==> config.mk <==
export PLATFORM = sky130hd
export DESIGN_NAME = fir_capture_buffer
export DESIGN_NICKNAME = d
export VERILOG_FILES = /design/src/rtl/fir_capture_buffer.sv
export SDC_FILE = /design/constraint.sdc
export NUM_CORES = 2
export LEC_CHECK = 0
export ABC_AREA = 1
export CORE_ASPECT_RATIO = 1.2
export CORE_UTILIZATION = 42
export DETAILED_ROUTE_END_ITERATION = 10
export GPL_TIMING_DRIVEN = 1
export PLACE_DENSITY = 0.62
export SLEW_MARGIN = 30
export SYNTH_ARGS = -nofsm -noshare
export SYNTH_HDL_FRONTEND = slang
export SYNTH_SLANG_ARGS = --single-unit
==> constraint.sdc <==
create_clock -name clk -period 4.99 [get_ports clk]
set_input_delay 0.7485 -clock clk [delete_from_list [all_inputs] [get_ports clk]]
set_output_delay 0.7485 -clock clk [all_outputs]
set_load 0.1 [all_outputs]
==> src/rtl/fir_capture_buffer.sv <==
// fir_capture_buffer
// Captures a triggered window of DEPTH signed filter-output samples into
// on-chip RAM, then replays the window over a valid/ready stream.
//
// Optional feature macro: CAP_LEVEL_TRIG_EN
//   When defined, parameter TRIG_LEVEL is added. A rising crossing of the
//   input through TRIG_LEVEL also counts as a trigger, ORed with the
//   trigger port.
//
// Ports:
//   clk          system clock, rising edge
//   rst_n        asynchronous active-low reset
//   sample_in    signed sample to capture (DATA_W)
//   sample_valid sample_in qualifier
//   arm          request to arm a capture (honoured only in IDLE)
//   trigger      external trigger, qualified by sample_valid
//   abort        return to IDLE on the next edge; wins over all other inputs
//   rd_data      playback sample (DATA_W)
//   rd_valid     rd_data valid
//   rd_ready     downstream accepts rd_data
//   rd_last      asserted with the final word (index DEPTH-1)
//   busy         state is not IDLE
//   done         one-cycle pulse after the last word is accepted
//   count        samples written in the current window (ADDR_W)
module fir_capture_buffer #(
  parameter int DATA_W = 8,
  parameter int DEPTH  = 400,
  parameter int ADDR_W = 9
`ifdef CAP_LEVEL_TRIG_EN
  ,
  parameter logic signed [DATA_W-1:0] TRIG_LEVEL = {DATA_W{1'b0}}
`endif
) (
  input  logic              clk,
  input  logic              rst_n,
  input  logic [DATA_W-1:0] sample_in,
  input  logic              sample_valid,
  input  logic              arm,
  input  logic              trigger,
  input  logic              abort,
  output logic [DATA_W-1:0] rd_data,
  output logic              rd_valid,
  input  logic              rd_ready,
  output logic              rd_last,
  output logic              busy,
  output logic              done,
  output logic [ADDR_W-1:0] count
);

  typedef enum logic [1:0] {
    IDLE    = 2'd0,
    ARMED   = 2'd1,
    CAPTURE = 2'd2,
    DRAIN   = 2'd3
  } state_t;

  localparam logic [ADDR_W-1:0] LAST_ADDR = ADDR_W'(DEPTH - 1);

  logic [DATA_W-1:0] mem_r [0:(1<<ADDR_W)-1];

  state_t            state_r;
  state_t            state_nxt_s;
  logic [ADDR_W-1:0] count_r;
  logic [ADDR_W-1:0] rd_addr_r;
  logic              prime_r;
  logic [DATA_W-1:0] rd_data_r;
  logic              rd_valid_r;
  logic              rd_last_r;
  logic              busy_r;
  logic              done_r;

  logic              trig_ev_s;
  logic              wr_en_s;
  logic [ADDR_W-1:0] wr_addr_s;
  logic              fetch_s;
  logic              last_acc_s;
  logic              arm_ok_s;

`ifdef CAP_LEVEL_TRIG_EN
  logic signed [DATA_W-1:0] prev_r;
  logic                     cross_s;

  // Previous valid sample, tracked in every state; starts at the most negative value.
  always_ff @(posedge clk or negedge rst_n) begin
    if (!rst_n) begin
      prev_r <= {1'b1, {(DATA_W-1){1'b0}}};
    end else if (sample_valid) begin
      prev_r <= $signed(sample_in);
    end
  end

  assign cross_s   = sample_valid && (prev_r < TRIG_LEVEL) && ($signed(sample_in) >= TRIG_LEVEL);
  assign trig_ev_s = sample_valid && (trigger || cross_s);
`else
  assign trig_ev_s = sample_valid && trigger;
`endif

  // State register.
  always_ff @(posedge clk or negedge rst_n) begin
    if (!rst_n) begin
      state_r <= IDLE;
    end else begin
      state_r <= state_nxt_s;
    end
  end

  // Next-state and per-cycle control strobes.
  always_comb begin
    state_nxt_s = state_r;
    wr_en_s     = 1'b0;
    wr_addr_s   = count_r;
    fetch_s     = 1'b0;
    last_acc_s  = 1'b0;
    arm_ok_s    = 1'b0;
    if (abort) begin
      state_nxt_s = IDLE;
    end else begin
      case (state_r)
        IDLE: begin
          if (arm) begin
            arm_ok_s    = 1'b1;
            state_nxt_s = ARMED;
          end else begin
            state_nxt_s = IDLE;
          end
        end
        ARMED: begin
          if (trig_ev_s) begin
            wr_en_s     = 1'b1;
            wr_addr_s   = {ADDR_W{1'b0}};
            state_nxt_s = CAPTURE;
          end else begin
            state_nxt_s = ARMED;
          end
        end
        CAPTURE: begin
          if (sample_valid) begin
            wr_en_s = 1'b1;
            if (count_r == LAST_ADDR) begin
              state_nxt_s = DRAIN;
            end else begin
              state_nxt_s = CAPTURE;
            end
          end else begin
            state_nxt_s = CAPTURE;
          end
        end
        DRAIN: begin
          // The first fetch waits one idle cycle (prime_r) so the first word
          // appears two clocks after the final write.
          if (rd_valid_r && rd_ready && rd_last_r) begin
            last_acc_s  = 1'b1;
            state_nxt_s = IDLE;
          end else if ((prime_r && !rd_valid_r) || (rd_valid_r && rd_ready)) begin
            fetch_s = 1'b1;
          end else begin
            fetch_s = 1'b0;
          end
        end
        default: begin
          state_nxt_s = IDLE;
        end
      endcase
    end
  end

  // Capture RAM write port; contents are deliberately not reset.
  always_ff @(posedge clk) begin
    if (wr_en_s) begin
      mem_r[wr_addr_s] <= sample_in;
    end
  end

  // Counters, registered read port and registered status outputs.
  always_ff @(posedge clk or negedge rst_n) begin
    if (!rst_n) begin
      count_r    <= {ADDR_W{1'b0}};
      rd_addr_r  <= {ADDR_W{1'b0}};
      prime_r    <= 1'b0;
      rd_data_r  <= {DATA_W{1'b0}};
      rd_valid_r <= 1'b0;
      rd_last_r  <= 1'b0;
      busy_r     <= 1'b0;
      done_r     <= 1'b0;
    end else begin
      done_r  <= last_acc_s;
      busy_r  <= (state_nxt_s != IDLE);
      prime_r <= (state_r == DRAIN) && (state_nxt_s == DRAIN);
      if (arm_ok_s) begin
        count_r <= {ADDR_W{1'b0}};
      end else if (wr_en_s) begin
        count_r <= wr_addr_s + {{(ADDR_W-1){1'b0}}, 1'b1};
      end
      // Outside DRAIN the read side is idle; count is kept for debug.
      if (state_nxt_s != DRAIN) begin
        rd_valid_r <= 1'b0;
        rd_last_r  <= 1'b0;
        rd_addr_r  <= {ADDR_W{1'b0}};
      end else if (fetch_s) begin
        rd_data_r  <= mem_r[rd_addr_r];
        rd_valid_r <= 1'b1;
        rd_last_r  <= (rd_addr_r == LAST_ADDR);
        if (rd_addr_r != LAST_ADDR) begin
          rd_addr_r <= rd_addr_r + {{(ADDR_W-1){1'b0}}, 1'b1};
        end
      end
    end
  end

  assign rd_data  = rd_data_r;
  assign rd_valid = rd_valid_r;
  assign rd_last  = rd_last_r;
  assign busy     = busy_r;
  assign done     = done_r;
  assign count    = count_r;

endmodule
==> out/results.ini <==
[timing]
slew_headroom = 0.283
hold_viol_final = 0
setup_tns_ps = 0
whs_ps = 300
rsz0062_at_grt = no
clock_skew_ps = 61.9
slew_viol_final = 0
worstMarginPinSlew_ps = 1070
final.min_clock_period_ps = 4240
fmax_mhz = 236
min_period_over_period = 0.849
finalSetupViolCount = 0

[grt]
grt_pass1_wl_mm = 711
overflow = 0
grt_antenna_before_repair = 20
grt_pass1_vias = 107000
grt_max_degree = 216
grt_util_all_layers = 0.238

[synth]
avgSynthCellArea_um2 = 11.6
synth_cell_types = 32
yosysWarnings = 0
synthDominantCellAreaShare = 0.730
syn-cell-area_um2 = 169000
yosys.area.top_type = edfxtp_1
synth_nets = 14600
yosysSeqAreaShare = 0.734
synthTopCellsByArea = edfxtp_1 (73%), nand2_1 (12%), nand3_1 (8.6%)
synthCells = 14500
ys_seq_elements = 4129

[power]
powerDensity_nw_per_um2 = 372
max-vdd-ir-drop_v = 0.000304
p_total_w = 0.0698
power.leakage_nw = 65.7

[place]
dp.cells = 19200
hpwl_mm = 290
numPortBuffers = 35
placed_area_um2 = 175000
gp_congestion = 0.921

[final_layout]
final_area_um2 = 188000
drive_gt1_frac = 0.0656
areaGrowthSynthToFinish_pct = 11.3
stdcell_count = 19900
fillerInstances = 35600
final_nets = 14400

[cts]
cts_tree = done
cts_buffers = 385
clkTransAtPathRegs_ps = 70
root_buffer = clkbuf_16
clkLatencyLatePin_ps = 960
clock-sinks = 4129
post_cts_resized = 0
cts_buffer_depth = 4
h-tree-depth = 5

[outcome]
status = completed

[routing]
firstDrtPassIters = 6
vias = 110000
drt_first_iter_violations = 12500
ant_nets = 0
wl_per_cell_um = 24.6
via_per_inst = 5.55
drc_errors = 0
routed_wl_mm = 490

[worst_setup_path]
cp-start-kind = register
path_max_fanout = 20
worstPathRequired_ps = 5540
path_cells = inv_1 > ha_1 > nand2_1 > nand2_1 > nand3_1 > nor2_1 > buf_4 > nand2_4 > buf_4 > nor2_1
crit_path_top_delay_cell = nor2_1
ff2ff_setup_slack_ps = 750
crit_path_start = state_r[0]
r2r-start = state_r[0]
cp.arrival_ps = 4790
end_kind = register
crit_type = reg -> reg
max_stage_delay_ps = 670

[hold_path]
min_from = sample_in[4]
hp-class = in -> reg

[floorplanning]
initial_core_util = 0.422
die_h_um = 696
core_area_um2 = 399000
dieWidth_um = 580
io_pins = 36
die_area_um2 = 404000
num_rows = 254

[job]
max_cap_viol_count = 0

[where the power goes]
part,internal (W),switching [W]
sequential,0.0381,0.00000195
combinational,0.0000966,0.000805
clock,0.0178,0.0130
[synth_stat cells (all sizes together)]
| master | n |
|---|---|
| nor3 | 12 |
| buf | 802 |
| ha | 10 |
| xor2 | 5 |
| or2 | 1 |
| clkbuf | 142 |
| xnor2 | 1 |
| nand3 | 2899 |
| nor2 | 699 |
| edfxtp | 4096 |
| a41oi | 1 |
| nand2 | 5341 |
| o22ai | 11 |
| o211ai | 16 |
| a21boi | 13 |
| inv | 83 |
| nor4 | 3 |
| a21oi | 329 |
| clkinv | 2 |
| a31oi | 1 |
| dfrtp | 33 |
| nand4 | 5 |
| o21ai | 37 |
[layout by cell type, fill, tap and decap left out, types with 8 or more instances in the layout]
cell	count
edfxtp_1	4096
nand3_1	2899
o21ai_0	31
nor2_1	693
clkbuf_16	392
bufinv_16	65
inv_6	12
buf_8	8
clkinv_1	73
nand2_1	5320
a21oi_1	329
ha_1	10
nor3_1	11
nand2_4	17
o22ai_1	11
inv_1	73
o211ai_1	16
clkinv_4	12
clkbuf_1	43
buf_12	101
clkinvlp_4	30
clkdlybuf4s50_1	15
dfrtp_1	27
a21boi_0	13
clkinv_2	69
buf_4	221
[state kept, by name, summed over array words and instances, names as in the netlist]
signal and count:
rd_data 8, rd_last 1, done 1, state_r 2
prime_r 1, busy 1, rd_addr_r 9, rd_valid 1
mem_r 4096, count 9
[area by class of cell]
type / instances / area [um^2] / area share
inverters: 85 / 377 / 0.00201
repair buffers: 346 / 3960 / 0.0211
well taps: 5248 / 6570 / 0.0350
flip-flops and latches: 4129 / 124000 / 0.660
multi-input cells: 9384 / 39800 / 0.212
clock buffers: 435 / 9970 / 0.0531
diodes: 6 / 15.0 / 0.0000800
clock inverters: 266 / 3130 / 0.0167
[metal layers]
layer / global-route usage / vias up / part of all wire
met5: 0 / - / 0.000055
met4: 0.107 / 6 / 0.048
met3: 0.0408 / 1017 / 0.091
met2: 0.395 / 5299 / 0.47
met1: 0.306 / 53900 / 0.39
li1: - / 50200 / -
[path summary, 6_finish.rpt]
kind                                  to  cells after the start
setup reg to reg           mem_r[181][1]                     10
hold / removal             mem_r[185][4]                      1
max in group asynchronous   rd_addr_r[1]                      2
hold reg to reg                  rd_last                      2
setup / recovery           mem_r[181][1]                     10
min in group asynchronous           busy                      2
[stage by stage]
stage / utilization / setup WS (ps)
after floorplan: - / 2120
after global placement: 0.437 / 352
after detailed placement: 0.437 / 396
after CTS: 0.470 / 989
after global routing: 0.470 / 666
final: 0.470 / 753
[cells by family (layout without fill, tap and decap cells)]
| logic type | Yosys count | after routing | synth area share |
|---|---|---|---|
| adders and majority gates | 10 | 10 | 0.000742 |
| DFF | 4129 | 4129 | 0.734 |
| xor gates and xnor gates | 6 | 6 | 0.000312 |
| other | 0 | 6 | 0 |
| and+or+nand+nor | 8960 | 8960 | 0.221 |
| AOI/OAI and AO/OA | 408 | 408 | 0.0127 |
| buffers and inverters | 1029 | 1132 | 0.0305 |
[critical path: cells and delay by family (launching register included)]
family	cells	cell delay, ps
adders and majority gates	1	620
buffers and inverters	3	730
DFF	1	420
and+or+nand+nor	6	2010
[repair_timing]
item / in CTS / in global routing
endpoints found under the setup margin: 0 / 0
setup buffers: 0 / 0
endpoints found under the hold margin: 33 / 0
hold buffers: 1 / 0
Note: power is estimated with default switching activity, not from simulation.
